[src/rtl/led_blink_scheduler_pkg.sv]
// Shared definitions for the LED blink scheduler: FSM encoding, timebase
// divider computation/legality and counter width sizing.
package led_blink_scheduler_pkg;

  typedef enum logic [1:0] {
    ST_IDLE = 2'd0,
    ST_ON   = 2'd1,
    ST_OFF  = 2'd2,
    ST_GAP  = 2'd3
  } blink_state_e;

  function automatic int calc_div(input int clk_freq_hz, input int tick_hz);
    return (tick_hz > 0) ? clk_freq_hz / tick_hz : 1;
  endfunction

  function automatic bit div_legal(input int clk_freq_hz, input int tick_hz);
    return (tick_hz > 0) && (clk_freq_hz >= tick_hz) && (clk_freq_hz % tick_hz == 0);
  endfunction

  // Bits needed to hold 0..max_val, never less than one.
  function automatic int cnt_w(input int max_val);
    return (max_val < 1) ? 1 : $clog2(max_val + 1);
  endfunction

  function automatic int max3(input int a, input int b, input int c);
    int m;
    m = (a > b) ? a : b;
    return (m > c) ? m : c;
  endfunction

endpackage

[src/rtl/led_blink_scheduler_prescaler.sv]
// Restartable clock-to-tick prescaler: counts 0..div-1, tick while at div-1.
module blink_tick_prescaler
  import led_blink_scheduler_pkg::*;
#(
  parameter int div = 10
) (
  input  logic clk,
  input  logic rst_n,
  input  logic clear,
  output logic tick
);

  localparam int CW = cnt_w(div - 1);
  localparam logic [CW-1:0] LAST = CW'(div - 1);

  logic [CW-1:0] cnt;

  always_ff @(posedge clk or negedge rst_n) begin
    if (!rst_n) begin
      cnt <= '0;
    end else if (clear || cnt == LAST) begin
      cnt <= '0;
    end else begin
      cnt <= cnt + 1'b1;
    end
  end

  // Combinational from the count only; clear feeds the register, so no loop
  // through the FSM next-state logic.
  assign tick = (cnt == LAST);

endmodule

[src/rtl/led_blink_scheduler.sv]
// Round-robin shared-LED blink scheduler: grants one requester at a time and
// plays its code as N on/off pulses followed by a dark gap.
module led_blink_scheduler
  import led_blink_scheduler_pkg::*;
#(
  parameter int clk_freq_hz = 16_000_000,
  parameter int tick_hz     = 1000,
  parameter int num_req     = 4,
  parameter int code_w      = 4,
  parameter int on_ticks    = 200,
  parameter int off_ticks   = 200,
  parameter int gap_ticks   = 1000
) (
  input  logic                         clk,
  input  logic                         rst_n,
  input  logic [num_req-1:0]           req_valid,
  input  logic [num_req*code_w-1:0]    req_code,
  output logic [num_req-1:0]           req_ready,
  output logic                         busy,
  output logic [$clog2(num_req)-1:0]   grant_id,
  output logic                         done,
  output logic                         led
);

  localparam int DIV = calc_div(clk_freq_hz, tick_hz);
  localparam int IDW = $clog2(num_req);
  localparam int TW  = cnt_w(max3(on_ticks, off_ticks, gap_ticks));
  localparam logic [TW-1:0] ON_LAST  = TW'(on_ticks - 1);
  localparam logic [TW-1:0] OFF_LAST = TW'(off_ticks - 1);
  localparam logic [TW-1:0] GAP_LAST = TW'(gap_ticks - 1);

  if (!div_legal(clk_freq_hz, tick_hz) || num_req < 2 || code_w < 1 ||
      on_ticks < 1 || off_ticks < 1 || gap_ticks < 1) begin : g_param_check
    $error("led_blink_scheduler: illegal parameter set");
  end

  blink_state_e      state, state_n;
  logic [IDW-1:0]    ptr;
  logic [IDW-1:0]    win_idx;
  logic              win_found;
  logic [code_w-1:0] code_sel;
  logic [code_w-1:0] pulses;
  logic [TW-1:0]     tcnt;
  logic [TW-1:0]     tcnt_last;
  logic              last_tick;
  logic              tick;
  logic              presc_clear;

  // Round-robin search starting at the pointer, wrapping.
  always_comb begin
    win_found = 1'b0;
    win_idx   = '0;
    for (int k = 0; k < num_req; k++) begin
      if (!win_found && req_valid[(int'(ptr) + k) % num_req]) begin
        win_found = 1'b1;
        win_idx   = IDW'((int'(ptr) + k) % num_req);
      end
    end
  end

  assign code_sel = req_code[win_idx*code_w +: code_w];

  always_comb begin
    tcnt_last = GAP_LAST;
    case (state)
      ST_ON:   tcnt_last = ON_LAST;
      ST_OFF:  tcnt_last = OFF_LAST;
      default: tcnt_last = GAP_LAST;
    endcase
  end

  assign last_tick = tick && (tcnt == tcnt_last);

  always_comb begin
    state_n = state;
    case (state)
      ST_IDLE: if (win_found) state_n = (code_sel != '0) ? ST_ON : ST_GAP;
      ST_ON:   if (last_tick) state_n = ST_OFF;
      ST_OFF:  if (last_tick) state_n = (pulses != '0) ? ST_ON : ST_GAP;
      ST_GAP:  if (last_tick) state_n = ST_IDLE;
      default: state_n = ST_IDLE;
    endcase
  end

  // Every state entry restarts the timebase so durations are exact in clocks.
  assign presc_clear = (state_n != state) || (state == ST_IDLE);

  blink_tick_prescaler #(.div(DIV)) u_prescaler (
    .clk   (clk),
    .rst_n (rst_n),
    .clear (presc_clear),
    .tick  (tick)
  );

  always_ff @(posedge clk or negedge rst_n) begin
    if (!rst_n) begin
      state     <= ST_IDLE;
      ptr       <= '0;
      grant_id  <= '0;
      pulses    <= '0;
      tcnt      <= '0;
      req_ready <= '0;
      busy      <= 1'b0;
      done      <= 1'b0;
      led       <= 1'b0;
    end else begin
      state     <= state_n;
      req_ready <= '0;
      if (state == ST_IDLE && win_found) begin
        req_ready <= {{(num_req-1){1'b0}}, 1'b1} << win_idx;
        grant_id  <= win_idx;
        pulses    <= code_sel;
        ptr       <= (win_idx == IDW'(num_req - 1)) ? '0 : win_idx + 1'b1;
      end else if (state == ST_ON && last_tick) begin
        pulses <= pulses - 1'b1;
      end
      if (presc_clear) begin
        tcnt <= '0;
      end else if (tick) begin
        tcnt <= tcnt + 1'b1;
      end
      busy <= (state_n != ST_IDLE);
      done <= (state == ST_GAP) && (state_n == ST_IDLE);
      // LED follows the state one clock later so it rises after req_ready.
      led  <= (state == ST_ON);
    end
  end

endmodule

[config.mk]
export PLATFORM = sky130hd
export DESIGN_NAME = led_blink_scheduler
export DESIGN_NICKNAME = d
export VERILOG_FILES = /design/src/rtl/led_blink_scheduler_pkg.sv /design/src/rtl/led_blink_scheduler_prescaler.sv /design/src/rtl/led_blink_scheduler.sv
export SDC_FILE = /design/constraint.sdc
export NUM_CORES = 1
export LEC_CHECK = 0
export CAP_MARGIN = 20
export CELL_PAD_IN_SITES_DETAIL_PLACEMENT = 0
export CELL_PAD_IN_SITES_GLOBAL_PLACEMENT = 1
export CORE_MARGIN = 3
export CORE_UTILIZATION = 39
export DETAILED_ROUTE_END_ITERATION = 6
export PLACE_DENSITY = 0.78
export SLEW_MARGIN = 25
export SYNTH_ARGS = -nofsm -noshare
export SYNTH_HDL_FRONTEND = slang
export SYNTH_SLANG_ARGS = --single-unit
[constraint.sdc]
create_clock -name clk -period 3.01 [get_ports clk]
set_input_delay 0.4515 -clock clk [delete_from_list [all_inputs] [get_ports clk]]
set_output_delay 0.4515 -clock clk [all_outputs]
set_load 0.05 [all_outputs]
==> results of run 1 <==
-- area by class of cell --
type	instances	area share, %
flip-flops and latches	41	36.2
clock buffers	7	3.05
repair buffers	37	13.4
multi-input cells	185	42.8
inverters	10	1.33
well taps	72	3.18
-- worst reg2reg max path: cells and delay by family, from the launching register on --
kind | cells | cell delay [ns]
AOI/OAI and AO/OA | 2 | 0.38
adders and majority gates | 1 | 0.22
DFF | 1 | 0.38
and+or+nand+nor | 5 | 1.76
-- cells in the mapped netlist (2+ instances only) --
master    number
o21ai_0        9
xor2_1        12
xnor2_1       12
o22ai_1        2
dfrtp_1       41
buf_2          3
and3_1         2
and2_1         5
nor3_1        12
ha_1          12
or2_2          2
clkbuf_1       4
or4_1          2
nand4_1        7
a31oi_1        3
nor4_1         3
nand3_1        4
inv_1         10
a21oi_1        6
mux2i_1       14
nand2_1       25
nor2b_1        2
nor2_1        30
nand2b_1       4
-- cells by family (layout without fill, tap and decap cells) --
| logic type | after synthesis | after routing | synth area share (%) |
|---|---|---|---|
| muxes | 15 | 15 | 6.57 |
| buffers and inverters | 17 | 54 | 2.93 |
| xor gates and xnor gates | 24 | 24 | 9.12 |
| DFF | 41 | 41 | 44.5 |
| adders and majority gates | 12 | 12 | 6.51 |
| AOI/OAI and AO/OA | 28 | 28 | 7.54 |
| and+or+nand+nor | 106 | 106 | 22.8 |
-- registers in the layout, indices dropped and copies added, names as in the netlist --
name,cells
u_prescaler.cnt,14
tcnt,10
pulses,4
req_ready,4
grant_id,2
ptr,2
state,2
busy,1
done,1
led,1
-- cells in the final DEF (no fill, tap or decap), types with 2 or more instances in the layout --
cell	count
dfrtp_1	41
nor2_1	30
clkdlybuf4s50_1	29
nand2_1	25
mux2i_1	14
nor3_1	12
xnor2_1	12
xor2_1	12
ha_1	12
inv_1	10
o21ai_0	9
nand4_1	7
a21oi_1	6
clkbuf_8	6
and2_1	5
buf_4	5
nand2b_1	4
nand3_1	4
a31oi_1	3
nor4_1	3
o22ai_1	2
or4_1	2
nor2b_1	2
or2_2	2
and3_1	2
-- worst max-delay path by stage --
stage          slack [ns]  depth (start not counted)   end
2_1_floorplan        0.29                          9  busy
3_3_place_gp         0.21                          8  busy
3_5_place_dp         0.17                          8  busy
4_1_cts              0.16                          8  busy
5_1_grt              0.02                          8  busy
6_report             0.17                          8  busy
-- power by group through the flow --
stage / Combinational, W / Clock, W / Sequential [W]
after floorplan: 0.0000254 / 0 / 0.000561
after global placement: 0.0000734 / 0 / 0.000561
after detailed placement: 0.0000737 / 0 / 0.000561
after CTS: 0.0000738 / 0.000375 / 0.000550
after global routing: 0.0000863 / 0.000394 / 0.000550
final: 0.0000766 / 0.000358 / 0.000550
-- per-stage QoR --
step	util [%]	power [W]	area (um^2)
5_1_grt	50.5	0.00103	2830
6_report	50.5	0.000985	2830
2_1_floorplan	-	0.000587	2310
3_3_place_gp	48.5	0.000635	2720
4_1_cts	50.0	0.00100	2810
3_5_place_dp	48.5	0.000635	2720
-- per-layer routing --
metal,part of all wire (%),wire [um],track usage (%)
met5,0,0,0
met4,1.7,73,4.90
met3,2.6,107,3.27
met2,44,1860,20.0
met1,51,2150,17.4
==> results.json, run 1 <==
{
  "ant_nets": 0,
  "dieWidth_um": 82.9,
  "overflow": 0,
  "synth_seq_cells": 41,
  "regArea_um2": 1030,
  "syn_area_per_cell_um2": 9.49,
  "dp_hpwl_mm": 3.10,
  "syn_inst": 243,
  "clk_pin_slew_worst_paths_ns": 0.07,
  "multi_input_area_um2": 1210,
  "dieArea_um2": 6870,
  "fin_crit_sh_pct": 94.3,
  "cts-root-buf": "clkbuf_8",
  "startpoint": "u_prescaler.cnt[0]",
  "r2r-end": "busy",
  "switching_share_pct": 21.4,
  "path_delay_family": "simple AND/OR/NAND/NOR gates",
  "drive_gt1_share_pct": 7.50,
  "preCtsSetupSlack_ns": 0.174,
  "hold_violations": 0,
  "critPathArrivalTime_ns": 3.02,
  "final_cells": 352,
  "fin_crit_ns": 2.84,
  "synthArstFlopShare_pct": 100,
  "crit_path_start_kind": "register",
  "cts_tree": "built",
  "routedWlPerCell_um": 11.9,
  "ys.flop_type": "dfrtp_1",
  "ir_drop_mv": 0.133,
  "cts_inserted_buffers": 5,
  "max-cap-violations": 0,
  "hold_path.class": "input port to asynchronous set/reset pin",
  "holdWs_ns": 0.121,
  "synth_seq_area_share_pct": 44.5,
  "synth_area_leaders": "dfrtp_1, ha_1, mux2i_1, nor2_1, xnor2_1",
  "worstPathBufferInverterCount": 0,
  "fin_setup_tns_ns": 0,
  "fin_skew_ns": 0.00564,
  "path_max_fanout": 5,
  "gp_congestion": 0.799,
  "seqPwrFrac_pct": 55.9,
  "dr.first_iter.drc_count": 27,
  "yosysTopAreaCell": "dfrtp_1",
  "worstMarginPinSlew_ns": 0.618,
  "clockBufferDepth": 2,
  "rrSetupSlack_ns": 0.17,
  "grt_first_pass_wirelength_mm": 7.42,
  "timing.critical_path.required_ns": 3.19,
  "max_stage_delay_ns": 0.60,
  "vias_per_cell": 4.79,
  "power_frac_comb_pct": 7.8,
  "pin_count": 31,
  "p_leak_nw": 1.24,
  "synth_edf_count": 0,
  "synth.distinct_cells": 41,
  "synth_nets": 277,
  "area_growth_pct": 22.8,
  "routed_wl_mm": 4.19,
  "slowest_stage": "or4_4",
  "power_density_nw_per_um2": 348,
  "ctsHoldBuffers": 0,
  "grt_pass1_vias": 1662,
  "portBuffers": 30,
  "track_usage_pct": 12.9,
  "drv_slew": 0,
  "dieHeight_um": 82.9,
  "r2r_start": "u_prescaler.cnt[0]",
  "vias": 1685,
  "rows": 27,
  "critical_path_class": "register to register",
  "route.detailed.drc": 0,
  "dp_cells": 344,
  "antenna_found_initial": 0,
  "layout.nets": 314,
  "cts_resized": 0,
  "reg2reg_depth": 8,
  "fill_cells": 545,
  "clk_latency_ns": 0.29,
  "p_int_w": 0.000775,
  "fmax_mhz": 352,
  "path_cells": "ha_1 -> nand4_1 -> or4_1 -> or4_4 -> a21o_1 -> nand2_1 -> or3b_1 -> a21o_2",
  "firstDrtPassIters": 4,
  "status": "completed",
  "ys.warnings.count": 0,
  "synth_area_um2": 2310,
  "postLayoutSetupSlackWorst_ns": 0.173,
  "antennaDiodeCount": 0,
  "slew_headroom_pct": 58.7,
  "clock_power_share_pct": 36.3,
  "coreArea_um2": 5610,
  "cts.sinks": 41,
  "start_util_pct": 41.1,
  "p_sw_w": 0.000210,
  "endpoint_kind": "register",
  "grt_max_degree": 42,
  "rsz0062_at_grt": "false",
  "htreeDepth": 2,
  "yosysTopAreaCellShare_pct": 44.5,
  "setup_violations": 0,
  "cts_setup_buffers": 0
}
Power figures use the tool's default switching activity.
==> inputs of run 2 (changes only) <==
--- a/config.mk
+++ b/config.mk
@@ -12,7 +12,6 @@
 export CORE_UTILIZATION = 39
 export DETAILED_ROUTE_END_ITERATION = 6
 export PLACE_DENSITY = 0.78
-export SLEW_MARGIN = 25
 export SYNTH_ARGS = -nofsm -noshare
 export SYNTH_HDL_FRONTEND = slang
 export SYNTH_SLANG_ARGS = --single-unit
==> results.json, run 2 (same netlist as run 1, synthesis figures left out) <==
{
  "status": "completed",
  "setup_violations": 0,
  "grt_first_pass_wirelength_mm": 7.42,
  "antennaDiodeCount": 0,
  "fin_crit_ns": 2.84,
  "clk_pin_slew_worst_paths_ns": 0.07,
  "grt_pass1_vias": 1662,
  "cts_inserted_buffers": 5,
  "area_growth_pct": 21.6,
  "antenna_found_initial": 0,
  "grt_max_degree": 42,
  "cts-root-buf": "clkbuf_8",
  "regMostFlops": "u_prescaler.cnt",
  "final_cell_mix": "dfrtp_1, nor2_1, clkdlybuf4s50_1",
  "timing.critical_path.required_ns": 3.19,
  "clk_latency_ns": 0.29,
  "dp_hpwl_mm": 3.10,
  "fill_cells": 547,
  "cts_setup_buffers": 0,
  "fin_setup_tns_ns": 0,
  "routedWlPerCell_um": 11.9,
  "coreArea_um2": 5610,
  "wl_met1_mm": 2.13,
  "critPathArrivalTime_ns": 3.02,
  "route.detailed.drc": 0,
  "fmax_mhz": 352,
  "p_leak_nw": 1.23,
  "met2_length_mm": 1.87,
  "routed-wl-met3_um": 104,
  "path_max_fanout": 5,
  "dieHeight_um": 82.9,
  "dieArea_um2": 6870,
  "power_density_nw_per_um2": 349,
  "total_power_w": 0.000979,
  "layout.nets": 313,
  "vias_per_cell": 4.77,
  "drv_slew": 0,
  "dieWidth_um": 82.9,
  "critical_path_class": "register to register",
  "overflow": 0,
  "ctsHoldBuffers": 0,
  "hold_path.class": "input port to asynchronous set/reset pin",
  "dr.first_iter.drc_count": 25,
  "drive_gt1_share_pct": 7.17,
  "final_common_cell": "dfrtp_1",
  "endpoint_kind": "register",
  "crit_path_start_kind": "register",
  "ant_nets": 0,
  "start_util_pct": 41.1,
  "rows": 27,
  "max-cap-violations": 0,
  "top_regs": "u_prescaler.cnt (14), tcnt (10)",
  "hold_violations": 0,
  "clockBufferDepth": 2,
  "largest_reg_flops": 14,
  "routed_wl_mm": 4.18,
  "cts_tree": "built",
  "fin_skew_ns": 0.00551,
  "ir_drop_mv": 0.133,
  "portBuffers": 30,
  "pin_count": 31,
  "top_layer_used": "met4",
  "rsz0062_at_grt": "false",
  "track_usage_pct": 12.9,
  "slew_headroom_pct": 40.4,
  "worstMarginPinSlew_ns": 0.895,
  "htreeDepth": 2,
  "firstDrtPassIters": 4,
  "cts_resized": 0,
  "vias": 1676,
  "fin_crit_sh_pct": 94.3,
  "gp_congestion": 0.799,
  "cts.sinks": 41
}
run 2: changes by cell type in the layout (fill, tap and decap cells not counted), sizes merged:
cell / before / now
buf: 8 / 7
run 2: critical path, stage by stage (launching register included):
cell and delay [ns]:
dfrtp_1 0.38, ha_1 0.22, nand4_1 0.13, or4_1 0.59, or4_4 0.60, a21o_1 0.18
nand2_1 0.06, or3b_1 0.38, a21o_2 0.20
run 2: final timing paths:
kind / cells past startpoint / slack [ns] / from / to
max: 8 / 0.17 / u_prescaler.cnt[0] / busy
max in group asynchronous: 1 / 2.16 / rst_n / pulses[1]
min in group clk: 2 / 0.48 / grant_id[1] / grant_id[1]
max reg2reg: 8 / 0.17 / u_prescaler.cnt[0] / busy
min reg2reg: 2 / 0.48 / grant_id[1] / grant_id[1]
min: 1 / 0.28 / rst_n / ptr[0]
run 2: where the power goes:
part	total (W)	internal [W]	switching (W)	leakage, nW
clock	0.000357	0.000182	0.000175	0.0443
combinational	0.0000720	0.0000387	0.0000334	0.655
sequential	0.000551	0.000551	0	0.527
run 2: routing by layer:
metal,track usage (%),vias up
met3,3.27,6
met4,4.90,0
met1,17.4,751
li1,-,904
met5,0,-
met2,20.0,15
run 2: area by class of cell:
| cell class | count | area [um^2] | share of cell area, % |
|---|---|---|---|
| Sequential cell | 41 | 1030 | 36.6 |
| Tap cell | 72 | 90.1 | 3.21 |
| Timing Repair Buffer | 36 | 353 | 12.6 |
| Multi-Input combinational cell | 185 | 1210 | 43.2 |
| Clock buffer | 7 | 86.3 | 3.08 |
| Inverter | 10 | 37.5 | 1.34 |
run 2: per-stage QoR:
step	util, %	hold WS, ns	worst slack [ns]	cell area, um^2	instances
floorplan	-	0.156	0.289	2310	243
global placement	48.5	0.462	0.208	2720	344
detailed placement	48.5	0.470	0.174	2720	344
CTS	50.0	0.317	0.159	2810	351
global route	50.0	0.363	0.0214	2810	351
finish	50.0	0.280	0.172	2810	351
